### config.mk
export PLATFORM = sky130hd
export DESIGN_NAME = mips_run_ctrl
export DESIGN_NICKNAME = d
export VERILOG_FILES = /design/src/rtl/mips_run_pkg.sv /design/src/rtl/sat_counter.sv /design/src/rtl/mips_run_ctrl.sv
export SDC_FILE = /design/constraint.sdc
export NUM_CORES = 1
export LEC_CHECK = 0
export CAP_MARGIN = 20
export CORE_MARGIN = 1.5
export CORE_UTILIZATION = 46
export DETAILED_ROUTE_END_ITERATION = 12
export PLACE_DENSITY = 0.85
export REMOVE_ABC_BUFFERS = 1
export SLEW_MARGIN = 20
export SYNTH_ARGS = -nofsm -noshare
export SYNTH_HDL_FRONTEND = slang
export SYNTH_SLANG_ARGS = --single-unit
export TNS_END_PERCENT = 10
### constraint.sdc
create_clock -name clk -period 3.5 [get_ports clk]
set_input_delay 0.7 -clock clk [delete_from_list [all_inputs] [get_ports clk]]
set_output_delay 0.7 -clock clk [all_outputs]
set_load 0.02 [all_outputs]
### src/rtl/mips_run_pkg.sv
// Shared types and default parameters for the MIPS run controller.
package mips_run_pkg;

  localparam int unsigned IMEM_AW_DEF = 8;
  localparam int unsigned CYC_W_DEF   = 16;
  localparam logic [31:0] HALT_WORD_DEF = 32'hFC00_0000;

  typedef enum logic [2:0] {
    ST_IDLE,
    ST_LOAD,
    ST_RELEASE,
    ST_RUN,
    ST_DONE
  } run_state_t;

endpackage

### src/rtl/sat_counter.sv
// Up-counter with synchronous clear that sticks at all-ones.
module sat_counter #(
  parameter int unsigned W = 16
) (
  input  logic         clk,
  input  logic         reset,
  input  logic         clr,
  input  logic         en,
  output logic [W-1:0] count
);

  // Clear has priority; increment stops once every bit is set.
  always_ff @(posedge clk or posedge reset) begin
    if (reset) begin
      count <= '0;
    end else if (clr) begin
      count <= '0;
    end else if (en && (count != '1)) begin
      count <= count + W'(1);
    end
  end

endmodule

### src/rtl/mips_run_ctrl.sv
// Sequences a MIPS core through program load, release, counted run and freeze.
module mips_run_ctrl
  import mips_run_pkg::*;
#(
  parameter int unsigned IMEM_AW   = IMEM_AW_DEF,
  parameter int unsigned CYC_W     = CYC_W_DEF,
  parameter logic [31:0] HALT_WORD = HALT_WORD_DEF
) (
  input  logic               clk,
  input  logic               reset,
  input  logic               start,
  input  logic               abort,
  input  logic [CYC_W-1:0]   cycle_limit,
  input  logic               ld_valid,
  input  logic [31:0]        ld_data,
  input  logic               ld_last,
  output logic               ld_ready,
  output logic               imem_we,
  output logic [IMEM_AW-1:0] imem_addr,
  output logic [31:0]        imem_wdata,
  output logic               cpu_reset,
  input  logic [31:0]        cpu_instr,
  output logic               busy,
  output logic               done,
  output logic               timeout,
  output logic [CYC_W-1:0]   cycles
);

  localparam logic [IMEM_AW-1:0] PTR_LAST = '1;

  run_state_t         state;
  logic [IMEM_AW-1:0] wptr;
  logic [CYC_W-1:0]   limit_q;
  logic [CYC_W:0]     cyc_next;
  logic               accept;
  logic               abort_hit;
  logic               start_ok;
  logic               halt_seen;
  logic               limit_hit;

  // Load port: a word is written in the same cycle it is accepted.
  assign accept     = ld_valid & ld_ready;
  assign imem_we    = accept;
  assign imem_addr  = wptr;
  assign imem_wdata = ld_data;

  // Abort only matters outside IDLE and beats every other transition.
  assign abort_hit = abort & (state != ST_IDLE);
  assign start_ok  = start & ((state == ST_IDLE) | (state == ST_DONE)) & ~abort_hit;

  // Run-end detection; the extra bit keeps cycles+1 from wrapping.
  assign halt_seen = (cpu_instr == HALT_WORD);
  assign cyc_next  = {1'b0, cycles} + (CYC_W + 1)'(1);
  assign limit_hit = (limit_q != '0) && (cyc_next == {1'b0, limit_q});

  // RUN-cycle counter; the abort cycle is still a RUN cycle and is counted.
  sat_counter #(
    .W(CYC_W)
  ) u_cycles (
    .clk  (clk),
    .reset(reset),
    .clr  (start_ok),
    .en   (state == ST_RUN),
    .count(cycles)
  );

  // Controller FSM with registered status and core reset.
  always_ff @(posedge clk or posedge reset) begin
    if (reset) begin
      state     <= ST_IDLE;
      wptr      <= '0;
      limit_q   <= '0;
      ld_ready  <= 1'b0;
      cpu_reset <= 1'b1;
      busy      <= 1'b0;
      done      <= 1'b0;
      timeout   <= 1'b0;
    end else if (abort_hit) begin
      state     <= ST_IDLE;
      ld_ready  <= 1'b0;
      cpu_reset <= 1'b1;
      busy      <= 1'b0;
      done      <= 1'b0;
      timeout   <= 1'b0;
    end else begin
      case (state)
        ST_IDLE, ST_DONE: begin
          if (start_ok) begin
            state     <= ST_LOAD;
            wptr      <= '0;
            limit_q   <= cycle_limit;
            ld_ready  <= 1'b1;
            cpu_reset <= 1'b1;
            busy      <= 1'b1;
            done      <= 1'b0;
            timeout   <= 1'b0;
          end
        end
        ST_LOAD: begin
          if (accept) begin
            wptr <= IMEM_AW'(wptr + IMEM_AW'(1));
            if (ld_last || (wptr == PTR_LAST)) begin
              state    <= ST_RELEASE;
              ld_ready <= 1'b0;
            end
          end
        end
        ST_RELEASE: begin
          state     <= ST_RUN;
          cpu_reset <= 1'b0;
        end
        ST_RUN: begin
          if (halt_seen || limit_hit) begin
            state     <= ST_DONE;
            cpu_reset <= 1'b1;
            busy      <= 1'b0;
            done      <= 1'b1;
            timeout   <= ~halt_seen;
          end
        end
        default: begin
          state     <= ST_IDLE;
          ld_ready  <= 1'b0;
          cpu_reset <= 1'b1;
          busy      <= 1'b0;
        end
      endcase
    end
  end

endmodule

After elaboration in Yosys (flattened, before gate mapping)
Cells that the tools add are included.

Add/sub/neg operators: 3. Equal/unequal tests: 17. Multiplexer cells: 28. Bitwise operators: 7. Reductions and logical operators: 20.

Operators with widths (number): 32-bit == test (second input constant) (1); 16-bit 2-to-1 mux (2); 16-bit by 1-bit adder with 17-bit output (second input constant) (1); 17-bit by 16-bit == test with 1-bit output (1); 16-bit by 1-bit adder with 16-bit output (second input constant) (1); 8-bit 2-to-1 mux (2); 16-bit != test (second input constant) (1); 8-bit one-hot mux with 2 select lines (1); 16-bit nonzero test (1); 3-bit 2-to-1 mux (5); 1-bit 2-to-1 mux (12); 3-bit != test (second input constant) (4); 3-bit one-hot mux with 4 select lines (1); 3-bit AND reduction (4); 4-bit AND reduction (3); 8-bit by 1-bit adder with 8-bit output (second input constant) (1); 8-bit == test (second input constant) (1); 3-bit by 2-bit == test with 1-bit output (second input constant) (2); 2-bit != test (second input constant) (3); 1-bit one-hot mux with 3 select lines (2); 3-bit nonzero test (2); 2-bit OR reduction (3); 1-bit AND (4); 2-bit by 1-bit != test with 1-bit output (second input constant) (2); 10 further kinds (15).

Bits in registers: 48. Bits of input ports: 86.

Logic depth before layout (Yosys ltp)
Gate-level depths: netlist of the first run.

Depth after elaboration: 7. Gate-level depth with buffers: 9. Depth with buffers taken out: 8.

Hierarchy
A second synthesis of the first run with hierarchy kept.

Cell total of the unflattened synthesis: 365. Area total of the unflattened synthesis: 3407.0 um^2.

By module, submodules not included: mips_run_ctrl (times used 1, cells each 264, area an instance 2474.9 um^2); sat_counter (times used 1, cells each 101, area an instance 932.1 um^2).

Worst setup path before layout of the first run
OpenSTA, ideal clock, no wires.

Kind: register to register. Start: register u_cycles.count[6]. End: register state[1]. Setup time: 139 ps. Data arrival time: 2330 ps. Required time: 3361 ps. Slack: 1031 ps. Cell stages (with the launch flop): 10. Path buffers: 2. Period minus slack after synthesis: 2469 ps. Cell sequence: dfrtp_1 clkbuf_2 nand3_2 or3_1 buf_2 xnor2_2 a221oi_2 o2111ai_4 o31ai_4 o21ai_0.

Word-level cells in the longest chain between the ends: 6.

RTL lines: from (decl) (line sat_counter.sv:9) `output logic [W-1:0] count`; from (signal assigned) (line sat_counter.sv:19) `count <= count + W'(1);`; 16-bit by 1-bit adder with 17-bit output (line mips_run_ctrl.sv:53) `assign cyc_next = {1'b0, cycles} + (CYC_W + 1)'(1);`; 17-bit by 16-bit == test with 1-bit output (line mips_run_ctrl.sv:54) `assign limit_hit = (limit_q != '0) && (cyc_next == {1'b0, limit_q});`; 1-bit logical AND (line mips_run_ctrl.sv:54); 1-bit logical OR (line mips_run_ctrl.sv:113) `if (halt_seen || limit_hit) begin`; 3-bit != test (no line); 4-bit AND reduction (no line); to (signal assigned) (line mips_run_ctrl.sv:109) `state <= ST_RUN;`; to (signal assigned) (line mips_run_ctrl.sv:114) `state <= ST_DONE;`; to (signal assigned) (line mips_run_ctrl.sv:122) `state <= ST_IDLE;`; to (decl) (line mips_run_ctrl.sv:31) `run_state_t state;`.

No other way between the ends. A chain may end at the register's enable or synchronous reset.

Worst setup path after layout of the first run
Start: register u_cycles.count[0]. End: register done.

Word-level cells in the longest chain between the ends: 6.

RTL lines: 16-bit by 1-bit adder with 17-bit output (line mips_run_ctrl.sv:53); 17-bit by 16-bit == test with 1-bit output (line mips_run_ctrl.sv:54); 1-bit logical AND (line mips_run_ctrl.sv:54); 1-bit logical OR (line mips_run_ctrl.sv:113); 3-bit != test (no line); 3-bit AND reduction (no line); to (signal assigned) (line mips_run_ctrl.sv:76) `done <= 1'b0;`; to (signal assigned) (line mips_run_ctrl.sv:83) `done <= 1'b0;`; to (signal assigned) (line mips_run_ctrl.sv:117) `done <= 1'b1;`; to (decl) (line mips_run_ctrl.sv:24) `output logic done,`.

No other way between the ends.

==> impl_results.md, run 1 <==
* Placement Cell Area at 0.00392 mm²
* P per Cell Area at 542 mW/mm²
* Slew Limit Fails at 0
* Vias in the first global route at 2774
* Post-layout minimum cycle time at 2740 ps
* Total GRT Usage at 0.243
* Fin crit share at 0.784
* Hold path startpoint: limit_q[2]
* Worst Tran Pin Value at 870 ps
* #FFs+latches synth at 48
* Reg2reg start: u_cycles.count[0]
* Post-route ant nets at 0
* Max_cap viols at 0
* Die Width at 87.1 µm
* YS warnings at 0
* Routability cong. at 0.914
* Syn Area/Cell at 8.60 µm²
* DPL Wire Length at 6940 µm
* Final setup viols at 0
* Antenna violations before repair at 0
* DRT iter0 DRCs at 242
* Clk sinks at 48
* Area contributors post-synth: dfrtp_1 (36%), nand2_1 (8.0%), buf_4 (7.4%)
* Routed vias/inst at 5.76
* Area leader, netlist: dfrtp_1
* Cell Chain, Critical Path: ha_1, nand4_1, nor2_1, xor2_1, o21ai_0, a22oi_1, o31ai_4, o22a_1
* CTS tree: yes
* Ys flop type: dfrtp_1
* Critical path arrival at 2940 ps
* Synth Instances at 378
* Port bufs at 83
* Hold Fails Final Rpt at 0
* TritonRoute pass-1 iters at 5
* Crit-path slowest cell: dfrtp_1
* Hold_buf cts at 0
* Number of I/O pins at 148
* Setup TNS at 0 ps
* Wire per inst at 17.9 µm
* Worst skew pair latency at 300 ps
* Crit path max fanout at 10
* Hold Crit Class: reg2reg
* Required time worst endpoint at 3700 ps
* Root Buffer Master: clkbuf_8
* Max Freq at 365 MHz
* Final instance area at 0.00403 mm²
* Leak pwr at 1.70 nW
* Max-slew headroom at 0.415
* Fin nets at 510
* Max stage delay on crit path at 590 ps
* DRT Wirelength at 9300 µm
* Post-Syn Area at 0.00325 mm²
* Crit. End Element: flip-flop
* Largest net degree at the start of global routing at 49
* Worst VDD drop at 0.000244 V
* Most common cell in the netlist: nand2_1
* Status: complete, no violations
* Drt drc at 0
* Die ar. at 0.00758 mm²
* Grt ovf at 0
* Initial Util at 0.476
* Post-CTS Setup Bufs at 0
* Core Area at 0.00683 mm²
* Seq/Total Area, Yosys at 0.370
* Layout cells sized above 1 at 0.0615
* Cts bufs inserted at 5
* Reg clk slew, reported paths at 90 ps
* Chip height at 87.1 µm
* Area share of the largest cell type after synthesis at 0.362
* Top post-synthesis cells by count: nand2_1 (69), dfrtp_1 (47), buf_4 (32)
* # resized after CTS at 0
* Setup crit start kind: flip-flop
* Yosys cell types at 57
* Asr flop ratio synth at 1.00
* Total number of vias at 2987
* Row cnt at 30
* Worst Skew at 5.27 ps
* Number of synthesized flops with an enable pin at 0
* Unrepaired setup endpoints after global routing: no
* First-pass GRT wire length at 14100 µm
* Worst Setup SP: u_cycles.count[0]
* WS Path Type: reg2reg
* Area delta synth->final at 23.8%
* H-Tree Depth at 2
* Max clock buf depth at 2
* N_diodes at 0
* # fillers at 590
[path summary, 6_finish.rpt]
path / depth (start not counted) / to / slack [ps]
setup / recovery: 8 / done / 760
hold / removal: 2 / limit_q[2] / 520
hold reg to reg: 2 / limit_q[2] / 520
max in group asynchronous: 3 / u_cycles.count[15] / 2250
setup reg to reg: 8 / done / 760
min in group asynchronous: 3 / state[1] / 850
[flip-flops by register name, indices dropped and copies added (netlist names)]
name	cells
limit_q	16
u_cycles.count	16
imem_addr	8
state	3
busy	1
cpu_reset	1
done	1
ld_ready	1
timeout	1
[cell families after synthesis]
kind of cell,after synthesis,synth area share
AND/OR/NAND/NOR,173,0.281
AO/OA/AOI/OAI,67,0.148
buffers and inverters,56,0.104
flip-flops,48,0.370
XOR/XNOR,29,0.0804
multiplexers,3,0.00962
adder cells (fa/ha/maj),2,0.00770
[final cells by class]
| cell class | count | area [µm²] | area share |
|---|---|---|---|
| multi-input cells | 274 | 1710 | 0.425 |
| clock inverters | 2 | 35.0 | 0.00870 |
| clock buffers | 6 | 72.6 | 0.0180 |
| flip-flops and latches | 48 | 1200 | 0.299 |
| well taps | 96 | 120 | 0.0298 |
| repair buffers | 87 | 861 | 0.214 |
| inverters | 6 | 22.5 | 0.00560 |
[per-stage QoR]
stage	utilization	cells	hold slack (ps)	power, mW	worst slack, ps
6_report	0.589	519	517	2.18	757
5_1_grt	0.589	519	563	2.32	632
4_1_cts	0.589	519	515	2.18	857
3_5_place_dp	0.573	511	502	1.78	719
2_1_floorplan	-	328	468	1.45	794
3_3_place_gp	0.573	511	495	1.74	828
[layer usage]
layer,up-vias,wire length [µm],global-route usage,share of wire
li1,1392,-,-,-
met2,178,4040,0.364,0.43
met1,1403,3930,0.316,0.42
met4,0,130,0.0572,0.014
met3,14,1200,0.115,0.13
met5,-,0,0.0350,0
[critical path, delay by kind of cell, from the launching register on]
kind                     cells  cell delay [ps]
AO/OA/AOI/OAI                4              980
XOR/XNOR                     1              210
adder cells (fa/ha/maj)      1              400
flip-flops                   1              590
AND/OR/NAND/NOR              2              450
[placed cells by master, fill, tap and decap left out, types with 3 or more instances in the layout]
| cell | instances |
|---|---|
| and2_1 | 3 |
| o21ai_0 | 31 |
| dfrtp_1 | 47 |
| nand2b_1 | 6 |
| o41ai_1 | 3 |
| o31ai_1 | 7 |
| nand2_1 | 69 |
| nor4_1 | 15 |
| and3_1 | 3 |
| a21oi_1 | 5 |
| xor2_1 | 18 |
| clkdlybuf4s50_1 | 83 |
| nand3_1 | 15 |
| inv_1 | 5 |
| nor3_1 | 4 |
| xnor2_1 | 10 |
| nand4b_1 | 4 |
| nor2b_1 | 7 |
| nand4_1 | 8 |
| nor2_1 | 24 |
| clkbuf_8 | 5 |
| buf_4 | 4 |
[power breakdown]
part / total, mW / switching (mW) / internal, mW / leakage [nW]
registers: 0.890 / 0.196 / 0.695 / 0.634
logic: 0.888 / 0.488 / 0.400 / 1.01
clock network: 0.404 / 0.192 / 0.212 / 0.0552
Note: power is estimated with default switching activity, not from simulation.
==> run 2, diff against run 1 <==
--- a/config.mk
+++ b/config.mk
@@ -7,9 +7,9 @@
 export LEC_CHECK = 0
 export CAP_MARGIN = 20
 export CORE_MARGIN = 1.5
-export CORE_UTILIZATION = 46
+export CORE_UTILIZATION = 38
 export DETAILED_ROUTE_END_ITERATION = 12
-export PLACE_DENSITY = 0.85
+export PLACE_DENSITY = 0.74
 export REMOVE_ABC_BUFFERS = 1
 export SLEW_MARGIN = 20
 export SYNTH_ARGS = -nofsm -noshare
==> constraint.sdc (replaced) <==
create_clock -name clk -period 2.5 [get_ports clk]
set_input_delay 0.5 -clock clk [delete_from_list [all_inputs] [get_ports clk]]
set_output_delay 0.5 -clock clk [all_outputs]
set_load 0.02 [all_outputs]
==> run 2 against run 1 <==
Effect of this change:
- clock skew up 2.5 ps
- final cell count up 5.4%
- cell area up 4.0%
- clock power up 20%
- total power up 41%
- die area up 20%
- wire length up 1.9%
- flip-flop and latch count unchanged
- utilization down 8.2 points
- setup slack worse by 640 ps
- worst hold slack worse by 1.1 ps
- global-route usage down 3.1 points
- critical path type unchanged
- largest cell class unchanged
==> impl_results.md, run 2 (same netlist as run 1, synthesis figures left out) <==
* Clk sinks at 48
* Max Freq at 420 MHz
* Die ar. at 0.00912 mm²
* N_diodes at 0
* Final setup viols at 0
* Post-layout minimum cycle time at 2380 ps
* Antenna violations before repair at 0
* Total GRT Usage at 0.212
* Status: complete, no violations
* Crit. End Element: flip-flop
* Most frequent cells in the layout: clkdlybuf4s50_1 (83), nand2_1 (69), dfrtp_1 (46)
* Chip height at 95.5 µm
* First-pass GRT wire length at 14500 µm
* Final instance area at 0.00419 mm²
* DRT Wirelength at 9480 µm
* Worst VDD drop at 0.000327 V
* TritonRoute pass-1 iters at 5
* Worst Skew at 7.80 ps
* Worst Tran Pin Value at 794 ps
* Port bufs at 83
* Root Buffer Master: clkbuf_8
* Max_cap viols at 0
* Slew Limit Fails at 0
* Placed insts at 539
* Routed vias/inst at 5.55
* DPL Wire Length at 7320 µm
* Worst skew pair latency at 310 ps
* H-Tree Depth at 2
* DRT iter0 DRCs at 248
* Area delta synth->final at 28.8%
* Commonest non-fill, non-tap cell in the layout: clkdlybuf4s50_1
* Cts bufs inserted at 5
* Hold Fails Final Rpt at 0
* Post-route ant nets at 0
* Final Util at 0.507
* Fin crit share at 0.952
* Placement Cell Area at 0.00408 mm²
* Grt ovf at 0
* Core Area at 0.00826 mm²
* Fin nets at 529
* CTS tree: yes
* Worst r2r path cells at 7
* Max-slew headroom at 0.466
* Row cnt at 33
* P per Cell Area at 734 mW/mm²
* Initial Util at 0.394
* Layout cells sized above 1 at 0.115
* Wire per inst at 17.3 µm
* Number of I/O pins at 148
* Final non-filler cell total at 547
* Die Width at 95.5 µm
* Unrepaired setup endpoints after global routing: no
* Critical path arrival at 2560 ps
* Hold Crit Class: reg2reg
* Setup crit start kind: flip-flop
* Total number of vias at 3038
* Hold Path Cell Cnt at 2
* WS Path Type: reg2reg
* # fillers at 772
* Crit path max fanout at 6
* Leak pwr at 1.79 nW
* Vias in the first global route at 2840
* Max clock buf depth at 2
* Hold_buf cts at 0
* Drt drc at 0
* Reg clk slew, reported paths at 100 ps
* Required time worst endpoint at 2680 ps
* Largest net degree at the start of global routing at 49
* Routability cong. at 0.895
[run 2: cell count changes in the layout (fill, tap and decap cells not counted), sizes merged]
cell / before / now
buf: 4 / 23
inv: 5 / 7
bufinv: 1 / 0
clkbuf: 6 / 5
[run 2: final timing paths]
check / startpoint / to / slack, ps
max: u_cycles.count[0] / state[1] / 120
min in group asynchronous: reset / limit_q[12] / 660
min reg2reg: cpu_reset / cpu_reset / 520
max in group asynchronous: reset / u_cycles.count[5] / 1410
min: cpu_reset / cpu_reset / 520
max reg2reg: u_cycles.count[0] / state[1] / 120
[run 2: metrics by stage]
| step | setup slack, ps | total power, mW | TNS, ps | hold slack, ps |
|---|---|---|---|---|
| final | 120 | 3.07 | 0 | 516 |
| after global routing | 9.09 | 3.30 | 0 | 542 |
| after CTS | 74.5 | 3.08 | 0 | 514 |
| after detailed placement | 42.2 | 2.59 | 0 | 502 |
| after global placement | 154 | 2.55 | 0 | 501 |
| after floorplan | -206 | 2.03 | -2440 | 468 |
[run 2: routing by layer]
layer	global-route usage	vias up	share of wire	routed length [µm]
met5	0.0298	-	0	0
met4	0.0466	0	0.012	112
met3	0.103	9	0.12	1170
met2	0.306	168	0.42	4020
met1	0.283	1428	0.44	4180
li1	-	1433	-	-
[run 2: repair_timing]
action	4_1_cts	5_1_grt
buffers inserted	0	0
resized for setup	0	5
hold endpoints to repair	0	0
endpoints found under the setup margin	0	16
[run 2: power breakdown]
| part | switching [mW] | total [mW] | internal (mW) |
|---|---|---|---|
| combinational | 0.717 | 1.36 | 0.638 |
| sequential | 0.260 | 1.23 | 0.973 |
| clock | 0.284 | 0.485 | 0.201 |
| total | 1.26 | 3.07 | 1.81 |
[run 2: cell type report]
class / instances / area (µm²) / share of cell area
Multi-Input combinational cell: 274 / 1720 / 0.411
Sequential cell: 48 / 1200 / 0.288
Timing Repair Buffer: 106 / 1020 / 0.243
Tap cell: 105 / 131 / 0.0314
Clock buffer: 5 / 68.8 / 0.0164
Clock inverter: 3 / 22.5 / 0.00538
Inverter: 6 / 22.5 / 0.00538
[run 2: worst max-delay path, stage by stage (launching register included)]
cell and delay [ps]:
dfrtp_1 480, nand3_2 110, or3_1 460, xnor2_2 180, a221oi_2 310, o2111ai_4 200
o31ai_4 370, o21ai_0 130
==> run 3, diff against run 2 <==
--- a/config.mk
+++ b/config.mk
@@ -5,10 +5,11 @@
 export SDC_FILE = /design/constraint.sdc
 export NUM_CORES = 1
 export LEC_CHECK = 0
-export CAP_MARGIN = 20
+export CAP_MARGIN = 0
 export CORE_MARGIN = 1.5
 export CORE_UTILIZATION = 38
 export DETAILED_ROUTE_END_ITERATION = 12
+export GPL_ROUTABILITY_DRIVEN = 1
 export PLACE_DENSITY = 0.74
 export REMOVE_ABC_BUFFERS = 1
 export SLEW_MARGIN = 20
==> results of run 3 <==
The final DEF is identical to that of run 2; final timing and power are the same.
